--- config.mk ---
export PLATFORM = sky130hd
export DESIGN_NAME = uart_tx_serializer_flat
export DESIGN_NICKNAME = d
export VERILOG_FILES = /design/src/rtl/serial_pkg.sv /design/src/rtl/uart_tx_serializer_if.sv /design/src/rtl/serial_bit_timer.sv /design/src/rtl/uart_tx_serializer.sv /design/src/flat_wrapper.sv
export SDC_FILE = /design/constraint.sdc
export NUM_CORES = 1
export LEC_CHECK = 0
export ABC_AREA = 0
export CORE_MARGIN = 10
export CORE_UTILIZATION = 40
export DETAILED_ROUTE_END_ITERATION = 7
export HOLD_SLACK_MARGIN = 0.1
export PLACE_DENSITY = 0.61
export SYNTH_ARGS = -nofsm -noshare
export SYNTH_HDL_FRONTEND = slang
export SYNTH_HIERARCHICAL = 1
export SYNTH_SLANG_ARGS = --single-unit
--- constraint.sdc ---
create_clock -name clk -period 2.3 [get_ports clk]
set_clock_uncertainty 0.15 [all_clocks]
set_input_delay 0.23 -clock clk [delete_from_list [all_inputs] [get_ports clk]]
set_output_delay 0.23 -clock clk [all_outputs]
set_load 0.005 [all_outputs]
--- src/rtl/serial_pkg.sv ---
// Shared definitions for the serial link: state encodings, line levels and
// width helpers used by the transmitter and the bit timer.
package serial_pkg;

  typedef enum logic [1:0] {
    IDLE  = 2'd0,
    START = 2'd1,
    DATA  = 2'd2,
    STOP  = 2'd3
  } state_e;

  localparam logic LINE_IDLE = 1'b1;
  localparam logic START_BIT = 1'b0;
  localparam logic STOP_BIT  = 1'b1;

  function automatic int clog2(input int v);
    int r;
    r = 0;
    for (int i = 0; i < 31; i++)
      if ((1 << i) < v) r = i + 1;
    return r;
  endfunction

  // Counter width that never collapses to zero bits.
  function automatic int cnt_w(input int v);
    return (clog2(v) < 1) ? 1 : clog2(v);
  endfunction

endpackage

--- src/rtl/uart_tx_serializer_if.sv ---
// Word handshake between upstream logic and the serial transmitter.
interface uart_tx_serializer_if #(
  parameter int WIDTH = 8
);
  logic [WIDTH-1:0] tx_data;
  logic             tx_valid;
  logic             tx_ready;

  modport master (output tx_data, output tx_valid, input tx_ready);
  modport slave  (input tx_data, input tx_valid, output tx_ready);
endinterface

--- src/rtl/serial_bit_timer.sv ---
// Free-running bit-period counter: ticks on the last cycle of each bit and
// wraps to zero, so every bit boundary restarts the count.
module serial_bit_timer
  import serial_pkg::*;
#(
  parameter int CLKS_PER_BIT = 4
) (
  input  logic clk,
  input  logic rst_n,
  input  logic clr,
  output logic tick
);

  localparam int TW = cnt_w(CLKS_PER_BIT);

  logic [TW-1:0] cnt;

  assign tick = (cnt == TW'(CLKS_PER_BIT - 1));

  always_ff @(posedge clk or negedge rst_n) begin
    if (!rst_n)          cnt <= '0;
    else if (clr || tick) cnt <= '0;
    else                 cnt <= cnt + 1'b1;
  end

endmodule

--- src/rtl/uart_tx_serializer.sv ---
// Serial frame transmitter: start bit, WIDTH data bits LSB-first, stop bit,
// with one mandatory idle cycle between frames.
module uart_tx_serializer
  import serial_pkg::*;
#(
  parameter int WIDTH        = 8,
  parameter int CLKS_PER_BIT = 4
) (
  input  logic                 clk,
  input  logic                 reset,
  uart_tx_serializer_if.slave  tx,
  output logic                 txd,
  output logic                 busy
);

  localparam int IW = cnt_w(WIDTH);

  state_e           state_q, state_d;
  logic [WIDTH-1:0] shift_q, shift_d;
  logic [IW-1:0]    idx_q, idx_d;
  logic             txd_q, txd_d;
  logic             tick, tmr_clr, accept, last_bit;

  // Timer held at zero in IDLE so the start bit gets a full period after accept.
  assign tmr_clr  = (state_q == IDLE);
  assign accept   = tx.tx_valid & tx.tx_ready;
  assign last_bit = (idx_q == IW'(WIDTH - 1));

  serial_bit_timer #(
    .CLKS_PER_BIT (CLKS_PER_BIT)
  ) u_timer (
    .clk   (clk),
    .rst_n (reset),
    .clr   (tmr_clr),
    .tick  (tick)
  );

  always_ff @(posedge clk or negedge reset) begin
    if (!reset) begin
      state_q <= IDLE;
      shift_q <= '0;
      idx_q   <= '0;
      txd_q   <= LINE_IDLE;
    end else begin
      state_q <= state_d;
      shift_q <= shift_d;
      idx_q   <= idx_d;
      txd_q   <= txd_d;
    end
  end

  always_comb begin
    state_d = state_q;
    shift_d = shift_q;
    idx_d   = idx_q;
    unique case (state_q)
      IDLE: if (accept) begin
        state_d = START;
        shift_d = tx.tx_data;
      end
      START: if (tick) begin
        state_d = DATA;
        idx_d   = '0;
      end
      DATA: if (tick) begin
        if (last_bit) state_d = STOP;
        else begin
          shift_d = shift_q >> 1;
          idx_d   = idx_q + 1'b1;
        end
      end
      STOP: if (tick) state_d = IDLE;
      default: state_d = IDLE;
    endcase
  end

  // Line level is computed from the next state so txd can be registered
  // without adding a cycle of latency.
  always_comb begin
    tx.tx_ready = (state_q == IDLE);
    busy        = (state_q != IDLE);
    unique case (state_d)
      START:   txd_d = START_BIT;
      DATA:    txd_d = shift_d[0];
      STOP:    txd_d = STOP_BIT;
      default: txd_d = LINE_IDLE;
    endcase
  end

  assign txd = txd_q;

endmodule

--- src/flat_wrapper.sv ---
// flat-port wrapper written by rule: the top's interface ports become plain ports
module uart_tx_serializer_flat import serial_pkg::*;
#(
  parameter int WIDTH        = 8,
  parameter int CLKS_PER_BIT = 4
)
  (clk, reset, txd, busy, tx_tx_data, tx_tx_valid, tx_tx_ready);
  uart_tx_serializer_if #(.WIDTH(WIDTH)) tx_i ();
  input  logic clk;
  input  logic reset;
  output logic txd;
  output logic busy;
  input wire logic [$bits(tx_i.tx_data)-1:0] tx_tx_data;
  input wire logic [$bits(tx_i.tx_valid)-1:0] tx_tx_valid;
  output wire logic [$bits(tx_i.tx_ready)-1:0] tx_tx_ready;
  assign tx_i.tx_data = tx_tx_data;
  assign tx_i.tx_valid = tx_tx_valid;
  assign tx_tx_ready = tx_i.tx_ready;
  uart_tx_serializer #(.WIDTH(WIDTH), .CLKS_PER_BIT(CLKS_PER_BIT)) u_core (.clk(clk), .reset(reset), .tx(tx_i), .txd(txd), .busy(busy));
endmodule
# Word level (Yosys, flattened, before mapping)
# Cells that the tools add are included.
classes:
  eq_ne: 11
  n_reduce_logical: 7
  add_sub_neg: 2
  n_mux: 16
  n_bitwise: 1
ops:
  columns: ["cell", "n"]
  rows:
  - ["2-to-1 mux 8 bit", 3]
  - ["one-hot mux 8 bit (2 select lines)", 1]
  - ["2-to-1 mux 2 bit", 6]
  - ["2-to-1 mux 3 bit", 3]
  - ["== test 2 bit (second input constant)", 4]
  - ["!= test 2 bit (second input constant)", 4]
  - ["one-hot mux 2 bit (4 select lines)", 1]
  - ["AND reduction 4 bit", 2]
  - ["one-hot mux 3 bit (2 select lines)", 1]
  - ["nonzero test 2 bit", 3]
  - ["== test 2 x 1 -> 1 bit (second input constant)", 2]
  - ["adder 3 x 1 -> 3 bit (second input constant)", 1]
  - ["== test 3 bit (second input constant)", 1]
  - ["adder 2 x 1 -> 2 bit (second input constant)", 1]
  - ["zero test 2 bit", 1]
  - ["one-hot mux 1 bit (2 select lines)", 1]
  - ["AND 1 bit", 1]
  - ["logical OR 1 bit", 1]
totals:
  elab_cells: 43
  out_inout_bits: 3
  ff_bits: 16

# Longest topological paths before layout
depth:
  depth_word: 6
  depth_mapped: 6
  mapped_depth_nobuf: 5

# Cells and area by module
# The synthesis kept the hierarchy.
by_module_without_submodules:
  columns: ["module", "cells_each", "instances", "seq_area_each_um2", "area_each_um2"]
  rows:
  - ["uart_tx_serializer", 62, 1, 351.6, 738.2]
  - ["serial_bit_timer", 5, 1, 50.0, 85.1]

# Worst setup path after synthesis
# OpenSTA, ideal clock, no wires.
synth_timing:
  path_type: "flip-flop to flip-flop"
  from: "register u_core.idx_q[0]"
  to: "register u_core.txd_q, in the netlist u_core/txd"
  stages_incl_launch_ff: 7
  t_arrival_ns: 1.548
  synth_period_minus_slack_ns: 1.779
  setup_time_ns: 0.082
  n_path_buf: 1
  setup_slack_ns: 0.521
  required_ns: 2.068
  cell_sequence: "dfrtp_1 -> ha_1 -> ha_1 -> nor4bb_1 -> buf_4 -> nor3b_2 -> o31a_1"
synth_via:
  elab_chain_cells: 6
  word_cells_on_any_way: 10
  cone_classes: "eq/ne: 3; mux: 7"
synth_rtl:
  columns: ["item", "line", "source"]
  rows:
  - ["from (decl)", "uart_tx_serializer.sv:20", "logic [IW-1:0] idx_q, idx_d;"]
  - ["from (signal assigned)", "uart_tx_serializer.sv:47", "idx_q <= idx_d;"]
  - ["== test 3 bit (*)", "uart_tx_serializer.sv:27", "assign last_bit = (idx_q == IW'(WIDTH - 1));"]
  - ["2-to-1 mux 2 bit", "uart_tx_serializer.sv:66", "if (last_bit) state_d = STOP;"]
  - ["2-to-1 mux 2 bit", "uart_tx_serializer.sv:65", "DATA: if (tick) begin"]
  - ["one-hot mux 2 bit (4 select lines)", "uart_tx_serializer.sv:56", "unique case (state_q)"]
  - ["== test 2 bit / == test 2 x 1 -> 1 bit (equally long branches)", "uart_tx_serializer.sv:82", "unique case (state_d)"]
  - ["one-hot mux 1 bit (2 select lines) (*)", "uart_tx_serializer.sv:82", null]
  - ["named net u_core.txd_d", "uart_tx_serializer.sv:21", "logic txd_q, txd_d;"]
  - ["to (signal assigned)", "uart_tx_serializer.sv:48", "txd_q <= txd_d;"]
  - ["to (decl)", "uart_tx_serializer.sv:21", null]
# The timed path passes the listed nets; every way through them passes the cells marked *. The select of a mux whose other input is x is not followed.
# A chain may end at the register's enable or synchronous reset.

# Worst setup path in the final report
layout_timing:
  from: "register u_core.state_q[1]"
  to: "output port tx_tx_ready"
layout_via:
  elab_chain_cells: 1
layout_rtl:
  columns: ["item", "line", "source"]
  rows:
  - ["from (decl)", "uart_tx_serializer.sv:18", "state_e state_q, state_d;"]
  - ["from (signal assigned)", "uart_tx_serializer.sv:45", "state_q <= state_d;"]
  - ["zero test 2 bit", "uart_tx_serializer.sv:80", "tx.tx_ready = (state_q == IDLE);"]
  - ["to (decl)", "flat_wrapper.sv:15", "output wire logic [$bits(tx_i.tx_ready)-1:0] tx_tx_ready;"]
# No other way between the ends.

==> results.json <==
{
  "status": "completed",
  "place_congestion": 0.776,
  "instances_no_fill": 111,
  "nets": 99,
  "ant_nets": 0,
  "final_area_sq_um": 1030,
  "ff_latch_area_sq_um": 402,
  "holdWs_ns": 0.214,
  "power.share.clock_pct": 15.4,
  "grt_max_degree": 17,
  "synth-main-ff-cell": "dfrtp_1",
  "initial_utilization_pct": 42.0,
  "setup_ws_ns": 0.170,
  "tns_ns": 0,
  "holdBufCountCts": 0,
  "critPathMaxFanout": 11,
  "die_w_um": 65.4,
  "synthDistinctLibCells": 28,
  "p_int_mw": 0.819,
  "ioPinCount": 14,
  "yosysMostFrequentCell": "dfrtp_1",
  "synth_fp_nets": 81,
  "antenna_cells": 0,
  "yosysTopAreaCellShare_pct": 45.6,
  "tightest_slew_ns": 0.736,
  "final_layout_size_suffix_gt1_share_pct": 31.0,
  "clkLatencyLatePin_ns": 0.29,
  "period_minus_slack_ns": 2.13,
  "port-buffer-count": 13,
  "grtUsageTotal_pct": 8.70,
  "dr.pass1.iters": 4,
  "rsz0062_at_grt": "no",
  "place_inst": 107,
  "grt_pass1_wl_mm": 2.90,
  "core_sq_um": 1960,
  "pre_cts_ws_ns": 0.421,
  "leakage_nw": 0.485,
  "cts_max_level": 1,
  "path_clk_slew_ns": 0.10,
  "post-cts-setup-buffer-count": 0,
  "synth_edf_count": 0,
  "synth_cells": 67,
  "yosys_warnings": 6,
  "max_freq_ghz": 0.470,
  "vdd.ir_drop.worst_mv": 0.481,
  "syn_area_per_cell_sq_um": 12.3,
  "hp-class": "in -> async",
  "first_iter_violations": 13,
  "die_h_um": 65.4,
  "cp.required_ns": 1.92,
  "multi_input_comb_area_sq_um": 397,
  "dp_hpwl_mm": 1.16,
  "switching_share_pct": 33.5,
  "crit_type": "reg -> out",
  "synth-seq-cells": 16,
  "clock_path_buffers": 2,
  "grt_overflow": 0,
  "antenna_found_initial": 0,
  "timing.final.crit_share_pct": 92.6,
  "synth_seq_area_share_pct": 48.8,
  "vias_per_cell": 5.31,
  "power_switching_mw": 0.413,
  "clockRootBuffer": "clkbuf_4",
  "maxCapViolCount": 0,
  "dr_total_vias": 589,
  "drc": 0,
  "cts_tree": "done",
  "numCtsBuffers": 3,
  "wire_per_inst_um": 14.4,
  "fillCellCount": 188,
  "finish.utilization_pct": 52.4,
  "seqPwrFrac_pct": 43.0,
  "placed_area_sq_um": 992,
  "cts-resized-gates": 0,
  "drv_slew": 0,
  "async_reset_ff_share_pct": 100,
  "netlist_area_sq_um": 823,
  "relSlewSlack_pct": 50.8,
  "setup_viol": 0,
  "dieArea_sq_um": 4270,
  "area_delta_synth_final_pct": 24.9,
  "total_power_mw": 1.23,
  "hold_viol": 0,
  "synth_area_leaders": "dfrtp_1 (46%), a22o_2 (8.5%), a21o_1 (5.5%)",
  "start_kind": "flip-flop",
  "pwr-share-comb_pct": 41.6,
  "clkSinkCount": 16,
  "endpoint_kind": "output pin",
  "synth.top_cells.by_count": "dfrtp_1 (15), a22o_2 (7), a21o_1 (6)",
  "rows": 16,
  "crit_arrival_ns": 1.75,
  "wirelength_mm": 1.60,
  "synth_top_cell_by_area": "dfrtp_1",
  "grt_pass1_vias": 645,
  "p_per_area_nw_per_um2": 1200
}
==> final timing paths <==
path | slack, ns | endpoint | cells past startpoint | startpoint
max | 0.17 | tx_tx_ready | 2 | u_core/state_q[1]
min | 0.21 | u_core/shift_q[0] | 1 | reset
max reg2reg | 0.41 | u_core/txd | 6 | u_core/idx_q[0]
min reg2reg | 0.30 | u_core/u_timer/cnt[0] | 1 | u_core/u_timer/cnt[0]
max in group asynchronous | 1.32 | u_core/shift_q[4] | 1 | reset
min in group clk | 0.30 | u_core/u_timer/cnt[0] | 1 | u_core/u_timer/cnt[0]
==> layer usage <==
metal  GRT usage [%]  wire length (um)
met1            9.22               739
met2            13.2               700
met3            4.07               127
met4            6.68                34
met5               0                 0
==> cell type report <==
class	count	area share, %
inverters	2	0.730
flip-flops and latches	16	39.1
clock buffers	4	3.53
repair buffers	16	14.8
well taps	27	3.28
multi-input cells	46	38.6
==> placed cells by master, fill, tap and decap left out, drive strengths merged, types with 3 or more instances in the layout <==
cell type,Yosys,layout
ha,3,3
clkbuf,0,4
clkdlybuf4s50,0,13
dfrtp,15,15
a21oi,3,3
a21o,7,7
buf,3,3
a22o,8,8
nor3b,3,3
o2bb2ai,3,3
==> power by group through the flow <==
stage	Clock (mW)	Sequential (mW)	Combinational, mW
CTS	0.201	0.529	0.521
detailed placement	0	0.536	0.517
global route	0.213	0.552	0.586
floorplan	0	0.485	0.398
global placement	0	0.534	0.509
finish	0.189	0.530	0.513
==> cell families after synthesis <==
| group | synth area share [%] |
|---|---|
| flip-flops | 48.8 |
| XOR/XNOR | 1.06 |
| multiplexers | 1.22 |
| AND/OR/NAND/NOR | 16.1 |
| buffers and inverters | 3.04 |
| adder cells (fa/ha/maj) | 4.56 |
| AO/OA/AOI/OAI | 25.2 |
==> state kept, by name, indices dropped and copies added, names as in the netlist <==
name	cells
u_core/u_timer/cnt	2
u_core/idx_q	3
u_core/txd	1
u_core/shift_q	8
u_core/state_q	2
==> worst max-delay path, cell delays in order, from the launching register on <==
cell,delay [ns]
dfrtp_1,0.52
nor2_1,0.36
clkdlybuf4s50_1,0.58
(Power assumes the default switching activity.)
